[src/rtl/seg_ctrl_pkg.sv]
// Shared types and default constants for the scrolling two-digit hex display controller.
package seg_ctrl_pkg;

    typedef enum logic {
        ST_IDLE   = 1'b0,
        ST_SCROLL = 1'b1
    } seg_state_t;

    localparam int unsigned DEPTH_DEF    = 8;
    localparam int unsigned TICK_DIV_DEF = 50000;

endpackage

[src/rtl/seg_tick_gen.sv]
// Scroll-rate divider: counts 0..TICK_DIV-1 while enabled and flags the last count as a step.
module seg_tick_gen #(
    parameter int unsigned TICK_DIV = seg_ctrl_pkg::TICK_DIV_DEF
) (
    input  logic clk,
    input  logic rst,
    input  logic clr,
    input  logic en,
    output logic step
);

    localparam int unsigned   TW   = (TICK_DIV > 1) ? $clog2(TICK_DIV) : 1;
    localparam logic [TW-1:0] LAST = TW'(TICK_DIV - 1);

    logic [TW-1:0] cnt;

    always_ff @(posedge clk) begin
        if (rst || clr) begin
            cnt <= '0;
        end else if (en) begin
            cnt <= (cnt == LAST) ? '0 : cnt + 1'b1;
        end
    end

    assign step = en & ~clr & (cnt == LAST);

endmodule

[src/rtl/seg_scroll_ctrl.sv]
// Loads a hex-nibble message, then scrolls it two digits at a time across a dual 7-seg display.
module seg_scroll_ctrl
    import seg_ctrl_pkg::*;
#(
    parameter int unsigned DEPTH    = DEPTH_DEF,
    parameter int unsigned TICK_DIV = TICK_DIV_DEF
) (
    input  logic       clk,
    input  logic       rst,
    input  logic       clear_i,
    input  logic       loop_i,
    input  logic       wr_valid_i,
    output logic       wr_ready_o,
    input  logic [3:0] wr_data_i,
    input  logic       wr_last_i,
    output logic [3:0] hex1_data_o,
    output logic [3:0] hex0_data_o,
    output logic       blank_o,
    output logic       busy_o
);

    localparam int unsigned   IW      = $clog2(DEPTH);
    localparam int unsigned   CW      = IW + 1;
    localparam logic [CW-1:0] DEPTH_C = CW'(DEPTH);

    seg_state_t    state;
    logic [CW-1:0] count;
    logic [CW-1:0] len;
    logic [CW-1:0] pos;
    logic [3:0]    mem [DEPTH];

    logic          accept;
    logic          finish;
    logic          step;
    logic          last_step;
    logic          advance;
    logic [CW-1:0] count_inc;
    logic [CW-1:0] load_len;
    logic [CW-1:0] tgt_pos;
    logic [CW-1:0] tgt_pos_inc;
    logic [CW-1:0] nbr_pos;
    logic [3:0]    rd1;
    logic [3:0]    rd0;

    assign wr_ready_o = (state == ST_IDLE) & ~clear_i;
    assign accept     = wr_valid_i & wr_ready_o;
    assign count_inc  = count + 1'b1;

    seg_tick_gen #(
        .TICK_DIV (TICK_DIV)
    ) u_tick (
        .clk  (clk),
        .rst  (rst),
        .clr  (clear_i | (state != ST_SCROLL)),
        .en   (state == ST_SCROLL),
        .step (step)
    );

    // Digits are loaded from the position the display moves to next; the beat being
    // written this cycle is forwarded so a message is visible on its first SCROLL cycle.
    always_comb begin
        finish    = accept & (wr_last_i | (count_inc == DEPTH_C));
        last_step = (state == ST_SCROLL) & step & (pos == len - 1'b1);
        advance   = (state == ST_SCROLL) & step & ~(last_step & ~loop_i);
        load_len  = finish ? count_inc : len;
        if (finish || last_step) begin
            tgt_pos = '0;
        end else begin
            tgt_pos = pos + 1'b1;
        end
        tgt_pos_inc = tgt_pos + 1'b1;
        nbr_pos     = (tgt_pos_inc == load_len) ? '0 : tgt_pos_inc;
        rd1         = mem[tgt_pos[IW-1:0]];
        rd0         = mem[nbr_pos[IW-1:0]];
        if (accept && (count == tgt_pos)) begin
            rd1 = wr_data_i;
        end
        if (accept && (count == nbr_pos)) begin
            rd0 = wr_data_i;
        end
    end

    always_ff @(posedge clk) begin
        if (accept) begin
            mem[count[IW-1:0]] <= wr_data_i;
        end
    end

    always_ff @(posedge clk) begin
        if (rst) begin
            state       <= ST_IDLE;
            count       <= '0;
            len         <= '0;
            pos         <= '0;
            hex1_data_o <= '0;
            hex0_data_o <= '0;
            blank_o     <= 1'b1;
            busy_o      <= 1'b0;
        end else if (clear_i) begin
            state       <= ST_IDLE;
            count       <= '0;
            len         <= '0;
            pos         <= '0;
            hex1_data_o <= '0;
            hex0_data_o <= '0;
            blank_o     <= 1'b1;
            busy_o      <= 1'b0;
        end else begin
            case (state)
                ST_IDLE: begin
                    if (accept) begin
                        count <= count_inc;
                        if (finish) begin
                            state       <= ST_SCROLL;
                            len         <= count_inc;
                            pos         <= '0;
                            hex1_data_o <= rd1;
                            hex0_data_o <= rd0;
                            blank_o     <= 1'b0;
                            busy_o      <= 1'b1;
                        end
                    end
                end
                ST_SCROLL: begin
                    if (advance) begin
                        pos         <= tgt_pos;
                        hex1_data_o <= rd1;
                        hex0_data_o <= rd0;
                    end else if (last_step) begin
                        state       <= ST_IDLE;
                        count       <= '0;
                        pos         <= '0;
                        hex1_data_o <= '0;
                        hex0_data_o <= '0;
                        blank_o     <= 1'b1;
                        busy_o      <= 1'b0;
                    end
                end
                default: begin
                    state <= ST_IDLE;
                end
            endcase
        end
    end

endmodule
[config.mk]
export PLATFORM = sky130hd
export DESIGN_NAME = seg_scroll_ctrl
export DESIGN_NICKNAME = d
export VERILOG_FILES = /design/src/rtl/seg_ctrl_pkg.sv /design/src/rtl/seg_tick_gen.sv /design/src/rtl/seg_scroll_ctrl.sv
export SDC_FILE = /design/constraint.sdc
export NUM_CORES = 1
export LEC_CHECK = 0
export ABC_AREA = 1
export ABC_CLOCK_PERIOD_IN_PS = 3000
export CORE_MARGIN = 8
export CORE_UTILIZATION = 50
export DETAILED_ROUTE_END_ITERATION = 12
export PLACE_DENSITY_LB_ADDON = 0.08
export SETUP_SLACK_MARGIN = 0.3
export SYNTH_ARGS = -nofsm -noshare
export SYNTH_HDL_FRONTEND = slang
export SYNTH_SLANG_ARGS = --single-unit
[constraint.sdc]
create_clock -name clk -period 3 [get_ports clk]
set_input_delay 0.6 -clock clk [delete_from_list [all_inputs] [get_ports clk]]
set_output_delay 0.6 -clock clk [all_outputs]
set_load 0.03 [all_outputs]
# Word-level counts from Yosys, hierarchy flattened
# Memory sizes are Yosys's and may differ from the RTL's.
# Index checks and enable logic that the tools add are counted.
[totals]
regBits = 39
mem_bits_rw = 32
input_bits = 10
memories = 1
[classes]
add_sub_neg = 5
n_eq_ne = 11
mux = 39
n_bitwise = 16
n_reduce_logical = 9
[mem_list]
columns = ["name", "words", "word_bits", "rd", "rd_ports_with_merged_regs", "wr", "line_no", "rtl"]
rows = [
  ["mem", 8, 4, 2, 0, 1, "seg_scroll_ctrl.sv:30", "logic [3:0] mem [DEPTH];"],
]
[op_table]
columns = ["op", "count"]
rows = [
  ["$mux W4", 17],
  ["$pmux W4 S2", 4],
  ["$add A16 B1 Y16 const B", 1],
  ["$eq A16 B16 Y1 const B", 1],
  ["$eq A4 B4 Y1", 4],
  ["$mux W16", 1],
  ["$mux W1", 14],
  ["$add A4 B1 Y4 const B", 3],
  ["$and A1 B1 Y1", 9],
  ["$ne A2 B2 Y1 const B", 3],
  ["$pmux W1 S2", 3],
  ["$reduce_and A3 Y1", 2],
  ["$not A1 Y1", 5],
  ["$eq A4 B4 Y1 const B", 1],
  ["$reduce_and A4 Y1", 1],
  ["$sub A4 B1 Y4 const B", 1],
  ["$ne A3 B1 Y1 const B", 1],
  ["$logic_and A1 B1 Y1", 2],
  ["$logic_or A1 B1 Y1", 2],
  ["$ne A2 B1 Y1 const B", 1],
  ["$or A1 B1 Y1", 2],
  ["$reduce_and A2 Y1", 1],
  ["$reduce_or A2 Y1", 1],
]

# Logic depth before layout (Yosys ltp)
# Gate-level depths: netlist of the first run.
[depth]
ltp_word = 18
mapped_depth = 31

# Cells and area by module
# From an unflattened synthesis of the first run, not the netlist that was laid out.
[hier_totals]
cells_unflattened = 536
hier_area_um2 = 4169.0
[modules_own_cells]
columns = ["mod", "instances", "cells_each", "area_per_inst_um2", "seq_area_each_um2"]
rows = [
  ["seg_scroll_ctrl", 1, 402, 3230.6, 1421.4],
  ["seg_tick_gen", 1, 134, 938.4, 320.3],
]

# Least setup slack after synthesis of the first run
# Ideal clock, no wire load.
[synth_path]
path_type = "in2reg"
from = "input clear_i"
to = "register hex0_data_o[0]"
setup_ps = 70
arrival_time_ps = 3607
required_ps = 2930
slack_ps = -678
path_stages = 23
cell_sequence = "nor2_1 nand2_2 inv_2 nand2_2 buf_6 nand2_1 nor2_1 buf_2 buf_2 ha_1 nand3_1 nand2_1 nand3_1 nor2_1 nand2_1 buf_6 nand2_4 nor2_1 nor2_4 nand3_2 nand2_1 nand3_1 a21oi_1"
[synth_between]
elab_chain_cells = 17
[synth_lines]
columns = ["item", "line_no", "rtl"]
rows = [
  ["from (decl)", "seg_scroll_ctrl.sv:10", "input logic clear_i,"],
  ["parallel branches: the longest is 17 deep, another holds $add A4 B1 Y4", "-", ""],
  ["to (signal assigned)", "seg_scroll_ctrl.sv:118", "hex0_data_o <= rd0;"],
  ["to (signal assigned)", "seg_scroll_ctrl.sv:128", "hex0_data_o <= rd0;"],
  ["to (decl)", "seg_scroll_ctrl.sv:17", "output logic [3:0] hex0_data_o,"],
]
# Parallel ways; which one is timed is not known. The select of a mux whose other input is x is not followed.
# A chain may end at the register's enable or synchronous reset.

# Worst setup path in the final report of the first run
[layout_path]
from = "input clear_i"
to = "register hex0_data_o[3]"
# The elaborated chain is that of the path after synthesis.

==> results of run 1 <==
## stage by stage
step	power (W)	hold slack (ns)	instance area [um2]
2_1_floorplan	0.00118	0.418	4090
3_3_place_gp	0.00126	0.428	4700
3_5_place_dp	0.00127	0.457	4700
4_1_cts	0.00202	0.469	5030
5_1_grt	0.00211	0.490	5160
6_report	0.00203	0.465	5160
## worst paths after layout
check / end / slack, ns / depth (start not counted)
worst min-delay path: u_tick.cnt[0] / 0.46 / 1
worst min register to register: u_tick.cnt[0] / 0.46 / 1
worst max register to register: hex0_data_o[3] / 0.02 / 27
worst max-delay path: hex0_data_o[3] / 0.02 / 23
## metal layers
| metal | global-route usage | wire [um] | up-vias |
|---|---|---|---|
| li1 | - | - | 1983 |
| met1 | 0.282 | 5220 | 1848 |
| met2 | 0.313 | 5050 | 175 |
| met3 | 0.0475 | 890 | 26 |
| met4 | 0.0673 | 221 | 0 |
| met5 | 0 | 0 | - |
## cell type report
cell class	count	area share
Inverter	65	0.0477
Tap cell	102	0.0247
Clock buffer	9	0.0240
Sequential cell	71	0.338
Clock inverter	7	0.0119
Timing Repair Buffer	80	0.138
Multi-Input combinational cell	396	0.416
## registers in the layout (all words and copies together) (netlist names)
signal / cells
mem: 32
u_tick.cnt: 16
hex1_data_o: 4
count: 4
len: 4
hex0_data_o: 4
pos: 4
state: 1
busy_o: 1
blank_o: 1
## critical path: cells and delay by family
family	cells	cell delay (ns)
AO/OA/AOI/OAI	1	0.06
adder cells (fa/ha/maj)	1	0.28
buffers and inverters	5	0.87
AND/OR/NAND/NOR	16	1.42
## what timing repair did
item | in CTS | in global routing
buffers inserted | 7 | 2
endpoints found under the setup margin | 4 | 8
pin swaps | 27 | 30
gates cloned | 1 | 0
gates resized for setup | 23 | 29
hold endpoints to repair | 0 | 0
## cell families (layout without fill, tap and decap cells)
family                     count (synthesis)  after routing  synth area share
xor gates and xnor gates                   6              6            0.0131
buffers and inverters                     80            161            0.0848
adders and majority gates                  5              5            0.0156
AOI/OAI and AO/OA                         81             81             0.123
and+or+nand+nor                          303            304             0.329
DFF                                       71             71             0.434
## report_power, final
part           switching (W)  internal (W)  total [W]
Combinational       0.000155      0.000110   0.000265
Clock               0.000422      0.000316   0.000737
Sequential        0.00000774       0.00102    0.00103
Total               0.000585       0.00144    0.00203
## synthesized netlist by cell type (all sizes together)
library cell and count:
nand3b 1, edfxtp 32, a32oi 1, and3 1, dfxtp 39, xor2 4
a22oi 3, nor4 3, or2 2, o21a 2, clkbuf 5, buf 10
a221oi 4, inv 65, o2111ai 4, nand4 8, a211oi 3, nor3 8
nand2 159, nand3 54, a31oi 1, nor3b 1, nor2 66, ha 5
o211ai 8, a21oi 28, o22ai 3, o21ai 23, xnor2 2, o221a 1
==> results.md, run 1 <==
* Tot GR Track Use at 0.206
* Pre-CTS setup slack at -0.407 ns
* Fin cells at 730
* FMAX at about 0.34 GHz
* DRT Pass-1 Iters at 5
* Unrepaired setup endpoints after global routing: yes
* Final ANT Viol Nets at 0
* Fin. Hold Viols at 0
* Setup CP Type: input pin to flop
* Die area at about 11,000 um2
* Net Count, Synth at between 500 and 600
* Synth-to-Final Area Change at 28.8%
* Routability cong. at about 0.96
* Antenna violations before repair at 0
* Die height at ~110 um
* Syn Std Cell Area at between 4000 and 5000 um2
* First-pass GRT wire length at 18,600 um
* Vias in the first global route at between 3,000 and 4,000
* CP Max Fanout at 6
* Initial core utilization at 0.516
* P_leak at 2.05 nW
* Final wirelength at between 10,000 and 15,000 um
* PortBufs at 20
* Startpoint types: input pin
* Final slew viol count at 0
* Die width at ~110 um
* CTS tree: done
* Clock skew at ~0.013 ns
* CP Cell Sequence: clkdlybuf4s50_1 > nor2_2 > inv_2 > nor2_2 > nand3_2 > nand2_4 > nor2_4 > ha_4 > inv_2 > nand2_2 > nand2_1 > nand3_1 > nor2_1 > nand2_2 > buf_8 > nand2_8 > nand2_4 > nand2_4 > nor2_4 > buf_4 > nand4_1 > nand3_1 > a21oi_1
* Max incr delay on CP at between 0.4 and 0.5 ns
* DR iter-0 viols at around 320
* PwrDens at between 300 and 400 nW/um2
* Slew @ Worst Pin at roughly 0.58 ns
* Setup TNS at 0 ns
* Yosys warnings at 0
* Total vias in the final route at just over 4,000
* Sequential share of the synthesized area at 0.434
* FF+latch count, synth at 71
* Synth area leaders: edfxtp_1, dfxtp_1, nand2_1
* Worst R2R Start: len[1]
* Largest net degree at the start of global routing at 30
* Max IR drop VDD at around 0.29 mV
* CTS H-tree depth at 3
* Most frequent cells in the layout: nand2_1, nor2_1, inv_1
* Clock tree sinks at 71
* Worst skew pair latency at around 0.36 ns
* Maximum Capacitance Violations at 0
* Max Root-Sink Buffers at 2
* WP data arrival at 3.23 ns
* CTS Root Cell: clkbuf_8
* WL/cell at between 15 and 20 um
* Reg clk slew, reported paths at 0.08 ns
* Final-report setup violation count at 0
* Commonest non-fill, non-tap cell in the layout: nand2_1
* Slowest cell on the critical path: clkdlybuf4s50_1
* Min-delay src: u_tick.cnt[0]
* Area leader, netlist: edfxtp_1
* Overflow after GRT at 0
* Req. time, crit path at around 3.3 ns
* Multi-input logic area at approximately 2100 um2
* Most frequent CP cell: nand2_4
* Fin crit share at 0.994
* Hold buffer count at cts at 0
* FF/Latch Area at 1740 um2
* Placed Cells at ~700
* Layout cells sized above 1 at 0.223
* Final nets at roughly 640
* Min cycle time layout at 2.98 ns
* Antenna fix cells at 0
* Cells after synthesis at 546
* Worst hold path class: flop to flop
* Routed vias/inst at about 5.5
* Syn_area_per_cell at 7.35 um2
* DP HPWL at between 8000 and 9000 um
* Total CTS buffers at 9
* Worst slew margin at 0.607
* Critical Path Sink Type: flop
* Std cell rows at 32
* Status: completed
* CP startpoint: clear_i
* Layout fillers at approximately 660
* Core Area at around 7800 um2
* Ports at 21
* Share of the synthesized area in the top cell type at 0.240
* Util after Layout at 0.665
* Final Worst Setup Slack at between 0.015 and 0.02 ns
* DR DRC count at 0
* Netlist cell types at between 40 and 50
Power figures use the tool's default switching activity.
==> inputs of run 2 (changes only) <==
--- a/config.mk
+++ b/config.mk
@@ -12,6 +12,7 @@
 export DETAILED_ROUTE_END_ITERATION = 12
 export PLACE_DENSITY_LB_ADDON = 0.08
 export SETUP_SLACK_MARGIN = 0.3
+export SLEW_MARGIN = 10
 export SYNTH_ARGS = -nofsm -noshare
 export SYNTH_HDL_FRONTEND = slang
 export SYNTH_SLANG_ARGS = --single-unit
==> results of run 2 <==
Final layout, timing and power as in run 1 (identical DEF).
